$ cat config.mk
export PLATFORM = sky130hd
export DESIGN_NAME = bin_conv_seq
export DESIGN_NICKNAME = d
export VERILOG_FILES = /design/src/rtl/bin_conv_pkg.sv /design/src/rtl/bcd_digit_adj.sv /design/src/rtl/bin_conv_seq.sv
export SDC_FILE = /design/constraint.sdc
export NUM_CORES = 1
export LEC_CHECK = 0
export ABC_AREA = 1
export BUFFER_PORTS_ARGS = -buffer_cell sky130_fd_sc_hd__buf_2
export CAP_MARGIN = 40
export CELL_PAD_IN_SITES_DETAIL_PLACEMENT = 0
export CELL_PAD_IN_SITES_GLOBAL_PLACEMENT = 2
export CORE_ASPECT_RATIO = 1.1
export CORE_UTILIZATION = 28
export DETAILED_ROUTE_END_ITERATION = 10
export PLACE_DENSITY_LB_ADDON = 0.25
export SLEW_MARGIN = 25
export SYNTH_ARGS = -nofsm -noshare
export SYNTH_HDL_FRONTEND = slang
export SYNTH_SLANG_ARGS = --single-unit
$ cat constraint.sdc
create_clock -name clk -period 1.2 [get_ports clk]
set_input_delay 0.12 -clock clk [delete_from_list [all_inputs] [get_ports clk]]
set_output_delay 0.12 -clock clk [all_outputs]
set_load 0.1 [all_outputs]
$ cat src/rtl/bin_conv_pkg.sv
// Shared types, mode encodings and width helpers for the serial binary
// converter (two's-complement negate / double-dabble BCD).
package bin_conv_pkg;

   typedef enum logic [1:0] {
      IDLE = 2'd0,
      CONV = 2'd1,
      DONE = 2'd2
   } state_t;

   localparam logic MODE_2SC = 1'b0;
   localparam logic MODE_BCD = 1'b1;

   // Output width: wide enough for the negate result plus carry, or for all BCD digits.
   function automatic int calc_ow(input int width, input int ndig);
      return ((width + 1) > (4 * ndig)) ? (width + 1) : (4 * ndig);
   endfunction

   function automatic longint pow10(input int n);
      longint r;
      r = 64'sd1;
      for (int i = 0; i < n; i++) r = r * 64'sd10;
      return r;
   endfunction

endpackage

$ cat src/rtl/bcd_digit_adj.sv
// Double-dabble digit correction: add 3 to a BCD digit of 5 or more so the
// following left shift carries correctly into the next digit.
module bcd_digit_adj (
   input  logic [3:0] digit,
   output logic [3:0] adj
);

   assign adj = (digit >= 4'd5) ? (digit + 4'd3) : digit;

endmodule

$ cat src/rtl/bin_conv_seq.sv
// Bit-serial converter: mode 0 negates the operand LSB-first through a
// half-adder chain, mode 1 converts it to packed BCD MSB-first (double dabble).
module bin_conv_seq
   import bin_conv_pkg::*;
#(
   parameter  int WIDTH = 8,
   parameter  int NDIG  = 3,
   localparam int OW    = calc_ow(WIDTH, NDIG)
) (
   input  logic             clk,
   input  logic             rst_n,
   input  logic             in_valid,
   output logic             in_ready,
   input  logic [WIDTH-1:0] in_data,
   input  logic             in_mode,
   output logic             out_valid,
   input  logic             out_ready,
   output logic [OW-1:0]    out_data,
   output logic             out_mode,
   output logic             busy
);

   localparam int CW = (WIDTH > 1) ? $clog2(WIDTH) : 1;
   localparam int BW = 4 * NDIG;

   if (WIDTH < 2 || WIDTH > 32) begin : g_bad_width
      $error("bin_conv_seq: WIDTH must be in 2..32");
   end
   if (pow10(NDIG) <= ((longint'(1) << WIDTH) - longint'(1))) begin : g_bad_ndig
      $error("bin_conv_seq: NDIG too small to hold 2^WIDTH-1 in BCD");
   end

   state_t           state, state_next;
   logic [WIDTH-1:0] opnd;
   logic [CW-1:0]    cnt;
   logic             carry;
   logic             last_bit;
   logic [BW-1:0]    bcd_adj;
   logic [BW+WIDTH-1:0] dd_shift;

   // Digit correction always looks at the BCD field of the result register;
   // its output is only consumed in BCD mode.
   for (genvar g = 0; g < NDIG; g++) begin : g_adj
      bcd_digit_adj u_adj (
         .digit (out_data[4*g +: 4]),
         .adj   (bcd_adj[4*g +: 4])
      );
   end

   assign dd_shift  = {bcd_adj, opnd} << 1;
   assign last_bit  = (cnt == CW'(WIDTH - 1));

   assign in_ready  = (state == IDLE);
   assign out_valid = (state == DONE);
   assign busy      = (state != IDLE);

   // NOTE: sequential state uses non-blocking assignments so every flop samples
   // pre-edge values, independent of statement order within the block.
   always_ff @(posedge clk or negedge rst_n) begin
      if (!rst_n) state <= IDLE;
      else        state <= state_next;
   end

   // NOTE: next-state defaults to the current state before the case, so no
   // path through the block leaves state_next unassigned (no latch).
   always_comb begin
      state_next = state;
      unique case (state)
         IDLE:    if (in_valid)  state_next = CONV;
         CONV:    if (last_bit)  state_next = DONE;
         DONE:    if (out_ready) state_next = IDLE;
         default:                state_next = IDLE;
      endcase
   end

   always_ff @(posedge clk or negedge rst_n) begin
      if (!rst_n) begin
         opnd     <= '0;
         out_data <= '0;
         out_mode <= 1'b0;
         cnt      <= '0;
         carry    <= 1'b0;
      end else begin
         unique case (state)
            IDLE: begin
               if (in_valid) begin
                  opnd     <= in_data;
                  out_mode <= in_mode;
                  out_data <= '0;
                  cnt      <= '0;
                  carry    <= 1'b1;
               end
            end
            CONV: begin
               cnt <= cnt + 1'b1;
               if (out_mode == MODE_2SC) begin
                  // ~a + 1 one bit at a time; the chain's final carry lands in bit WIDTH.
                  out_data[cnt] <= ~opnd[0] ^ carry;
                  carry         <= ~opnd[0] & carry;
                  opnd          <= opnd >> 1;
                  if (last_bit) out_data[WIDTH] <= ~opnd[0] & carry;
               end else begin
                  out_data[BW-1:0] <= dd_shift[BW+WIDTH-1:WIDTH];
                  opnd             <= dd_shift[WIDTH-1:0];
               end
            end
            default: ;
         endcase
      end
   end

endmodule
# --- After elaboration in Yosys (flattened, before gate mapping) ---
# Cells that the tools add are included.
# W data, S select, Z words.
totals:
  romBits: 0
  mem_bits_rw: 0
  elab_cells: 55
  latch_bits: 0
  mem_count: 0
  input_bits: 13
  regBits: 27
  output_inout_bits: 16
op_classes:
  n_reduce_logical: 8
  n_lt_le_gt_ge: 5
  shifts: 0
  n_mux: 22
  n_bitwise: 3
  addsub: 4
  n_eq_ne: 7
  n_div: 0
  multipliers: 0
op_table:
  columns: ["cell", "n"]
  rows:
  - ["$mux W12", 2]
  - ["$pmux W12 S2", 1]
  - ["$mux W8", 2]
  - ["$pmux W8 S2", 1]
  - ["$bwmux W12", 1]
  - ["$ge A4 B3 Y1 const B", 3]
  - ["$add A4 B2 Y4 const B", 2]
  - ["$mux W4", 2]
  - ["$mux W2", 3]
  - ["$mux W3", 2]
  - ["$ne A2 B2 Y1 const B", 3]
  - ["$pmux W2 S3", 1]
  - ["$pmux W3 S2", 1]
  - ["$reduce_and A3 Y1", 2]
  - ["$lt A3 B5 Y1 const B", 1]
  - ["$mux W1", 4]
  - ["$reduce_and A2 Y1", 2]
  - ["$reduce_bool A2 Y1", 2]
  - ["$add A3 B1 Y3 const B", 1]
  - ["$add A3 B2 Y3 const B", 1]
  - ["$demux W1 S3", 1]
  - ["$eq A3 B3 Y1 const B", 1]
  - ["$ge A3 B1 Y1 const B", 1]
  - ["$eq A2 B1 Y1 const B", 1]
  - ["other kinds (8)", 8]

# --- Logic depth before layout (Yosys ltp) ---
depth:
  word_depth: 8
  depth_mapped: 9
  ltp_nobuf: 9

# --- Hierarchy ---
# From an unflattened synthesis, not the netlist that was laid out.
unflattened:
  hier_cells: 297
  area_unflattened_um2: 1970.6
modules_own_cells:
  columns: ["mod", "area_per_inst_um2", "instances", "cells_each", "seq_area_each_um2"]
  rows:
  - ["bin_conv_seq", 1565.3, 1, 228, 675.6]
  - ["bcd_digit_adj", 135.1, 3, 23, 0.0]

# --- Worst setup path after synthesis ---
# OpenSTA, ideal clock, no wires.
synth_path:
  kind: "reg2out"
  startpoint: "register state[0]"
  endpoint: "output port busy"
  n_path_buf: 0
  slack_ns: -1.634
  t_arrival_ns: 2.714
  required_ns: 1.080
  path_stages_with_launch: 3
  path_cell_list: "dfrtp_1 nor2_1 inv_1"
synth_via:
  elab_chain_len: 1
synth_rtl:
  columns: ["element", "line_no", "source"]
  rows:
  - ["start: declaration", "bin_conv_seq.sv:33", "state_t state, state_next;"]
  - ["start signal: assignment", "bin_conv_seq.sv:61", "else state <= state_next;"]
  - ["$reduce_bool A2 Y1", "bin_conv_seq.sv:55", "assign busy = (state != IDLE);"]
  - ["end: declaration", "bin_conv_seq.sv:20", "output logic busy"]
# No other way between the ends.

# --- Worst setup path after layout ---
# Same ends and word-level chain as after synthesis.

==> metrics.log <==
[metrics] outcome: complete, but fails checks
[metrics] violated checks: negative setup slack
[metrics] core area: ~5800 um2
[metrics] primary flip-flop cell chosen by synthesis mapping: sky130_fd_sc_hd__dfrtp_1
[metrics] router iterations before antenna repair: 3
[metrics] gp weighted congestion: 0.802
[metrics] MaxCap Viol Count: 0
[metrics] post-synthesis register bit count: 27
[metrics] vias after detailed routing: approximately 1,800
[metrics] aggregate routed wire length: a little under 5000 um
[metrics] area of the mapped netlist: about 1700 um2
[metrics] CTS Buf Count: 3
[metrics] Final nets: ~340
[metrics] Placement Setup Slack: -0.135 ns
[metrics] clock sink count: 27
[metrics] setup slack of the critical path after layout: -0.117 ns
[metrics] clock latency reported for the late side of the worst-skew pair: 0.27 ns
[metrics] category of the critical setup timing path: reg2out
[metrics] Die Height: around 84 um
[metrics] max_slew headroom: 0.780
[metrics] number of nets produced by synthesis: between 200 and 300
[metrics] Data arrival, critical path: 1.20 ns
[metrics] Critical Path Start Type: register
[metrics] number of violations reported at the end of detailed-routing iteration 0: 53
[metrics] most common cell after layout, fill and taps aside: sky130_fd_sc_hd__nand2_1
[metrics] residual antenna-violating net count after detailed routing: 0
[metrics] final hold violations: 0
[metrics] Fin Clk Skew: between 0.007 and 0.008 ns
[metrics] overall routing resource usage: 0.162
[metrics] CTS H-Tree Depth: 1
[metrics] share of the clock period used by the worst path after layout: 1.10
[metrics] count of yosys warnings during synthesis: 0
[metrics] Residual DRC: 0
[metrics] placement row count: 29
[metrics] CTS tree: built
[metrics] Clk pin slew, worst setup/hold paths: 0.10 ns
[metrics] pin count of the biggest net entering global routing: 17
[metrics] maximum fanout along the worst path: 3
[metrics] CP Data Required Time: around 1.1 ns
[metrics] transition at the pin with the smallest max-transition slack: ~0.33 ns
[metrics] Placed Cells: 380
[metrics] RSZ-0062 raised after global routing: yes
[metrics] average size of a mapped cell: about 7 um2
[metrics] number of top-level pins: 29
[metrics] kind of capture point of the worst setup path: primary output
[metrics] top library cells by usage in the layout, fill and taps aside: sky130_fd_sc_hd__nand2_1, sky130_fd_sc_hd__buf_4, sky130_fd_sc_hd__nand3_1
[metrics] post-layout minimum cycle time: about 1.3 ns
[metrics] number of instances in the synthesized netlist: 240
[metrics] number of global-route vias before repair: approximately 1,800
[metrics] diode insertion count for antenna repair: 0
[metrics] final instance count without filler cells: 396
[metrics] achievable clock frequency: ~760 MHz
[metrics] Die Span X: approximately 77 um
[metrics] grt total ovfl: 0
[metrics] number of antenna violations at the first check in global routing: 0
[metrics] drt wl/cell: between 10 and 15 um
[metrics] number of synthesized flops with an enable pin: 0
[metrics] overall die area: approximately 6400 um2
[metrics] IO buf count: 28
[metrics] class of the worst hold path: in2reg
[metrics] maximum count of clock buffers along a single path: 2
[metrics] fraction of final layout cells with drive strength greater than 1: 0.483
[metrics] Distinct cells, synth: 23
[metrics] number of vias per cell: ~4.6
[metrics] initial standard-cell utilization of the core: 0.293
[metrics] FFs w/ async S/R, synth: 1.00
[metrics] sequential element share of the synthesized area: 0.394
[metrics] number of max-slew violations in the final report: 0
[metrics] DP Wirelength: ~3500 um
[metrics] final count of negative-setup-slack endpoints: 26
[metrics] Area Overhead vs Synth: 75.0%
[metrics] wire length of the first global-routing pass: 8460 um
[metrics] root cell of the clock tree: sky130_fd_sc_hd__clkbuf_8
critical path: stages, from the launching register on:
cell	delay, ns
sky130_fd_sc_hd__dfrtp_2	0.43
sky130_fd_sc_hd__buf_6	0.13
sky130_fd_sc_hd__nor2_4	0.14
sky130_fd_sc_hd__inv_2	0.06
sky130_fd_sc_hd__buf_12	0.16
per-layer routing:
layer  track usage  share of wire  vias up
li1              -              -      945
met1         0.206           0.45      845
met2         0.290           0.53       14
met3        0.0208          0.015        4
met4        0.0315         0.0079        0
met5             0              0        -
registers in the layout (all words and copies together) (netlist names):
register,flops
cnt,3
carry,1
out_mode,1
opnd,8
state,2
out_data,12
synthesized netlist by cell type, types with 2 or more instances:
master	count	area share
sky130_fd_sc_hd__nand2_1	84	0.18
sky130_fd_sc_hd__dfrtp_1	27	0.39
sky130_fd_sc_hd__nand3_1	26	0.076
sky130_fd_sc_hd__nor2_1	22	0.048
sky130_fd_sc_hd__inv_1	21	0.046
sky130_fd_sc_hd__a21oi_1	14	0.041
sky130_fd_sc_hd__o21ai_0	13	0.038
sky130_fd_sc_hd__ha_1	9	0.066
sky130_fd_sc_hd__o21ai_1	4	0.012
sky130_fd_sc_hd__buf_6	3	0.020
sky130_fd_sc_hd__nand4_1	3	0.011
sky130_fd_sc_hd__a22oi_1	2	0.0088
sky130_fd_sc_hd__buf_2	2	0.0058
metrics by stage:
step	hold slack (ns)	util	cell area [um2]	setup TNS, ns
after floorplan	-0.176	-	1860	-4.20
after global placement	0.0419	0.447	2610	-1.15
after detailed placement	0.0438	0.447	2610	-1.54
after CTS	0.0145	0.491	2870	-1.30
after global routing	0.00709	0.513	3000	-3.55
final	0.0162	0.513	3000	-1.57
final timing paths:
kind                       startpoint          end  slack [ns]  cells past startpoint
min in group asynchronous       rst_n      opnd[1]        0.26                      2
hold / removal              out_ready     state[1]        0.02                      2
max in group asynchronous       rst_n  out_data[4]        0.52                      3
setup / recovery             state[0]         busy       -0.12                      4
setup reg to reg             state[1]  out_data[5]       -0.09                      6
hold reg to reg               opnd[4]      opnd[4]        0.52                      2
kinds of logic after synthesis:
| group | after synthesis | synth area share |
|---|---|---|
| fa+ha+maj | 9 | 0.0657 |
| compound gates | 37 | 0.117 |
| simple gates | 139 | 0.347 |
| flops | 27 | 0.394 |
| buf+inv | 28 | 0.0760 |
area by class of cell:
type / instances / area (um2)
Tap cell: 77 / 96.3
Clock buffer: 4 / 45.0
Sequential cell: 27 / 711
Fill cell: 569 / 2840
Multi-Input combinational cell: 185 / 1160
Timing Repair Buffer: 81 / 875
Inverter: 22 / 108
what timing repair did:
item / 4_1_cts / 5_1_grt
pin swaps: 16 / 6
endpoints found under the hold margin: 12 / 0
endpoints found under the setup margin: 29 / 37
setup buffers: 5 / 6
cloned: 0 / 1
resized for setup: 41 / 29
hold buffers: 1 / 0
Power is not shown: default switching activity piles up to over one toggle a cycle in this logic, so the estimate is an artifact.
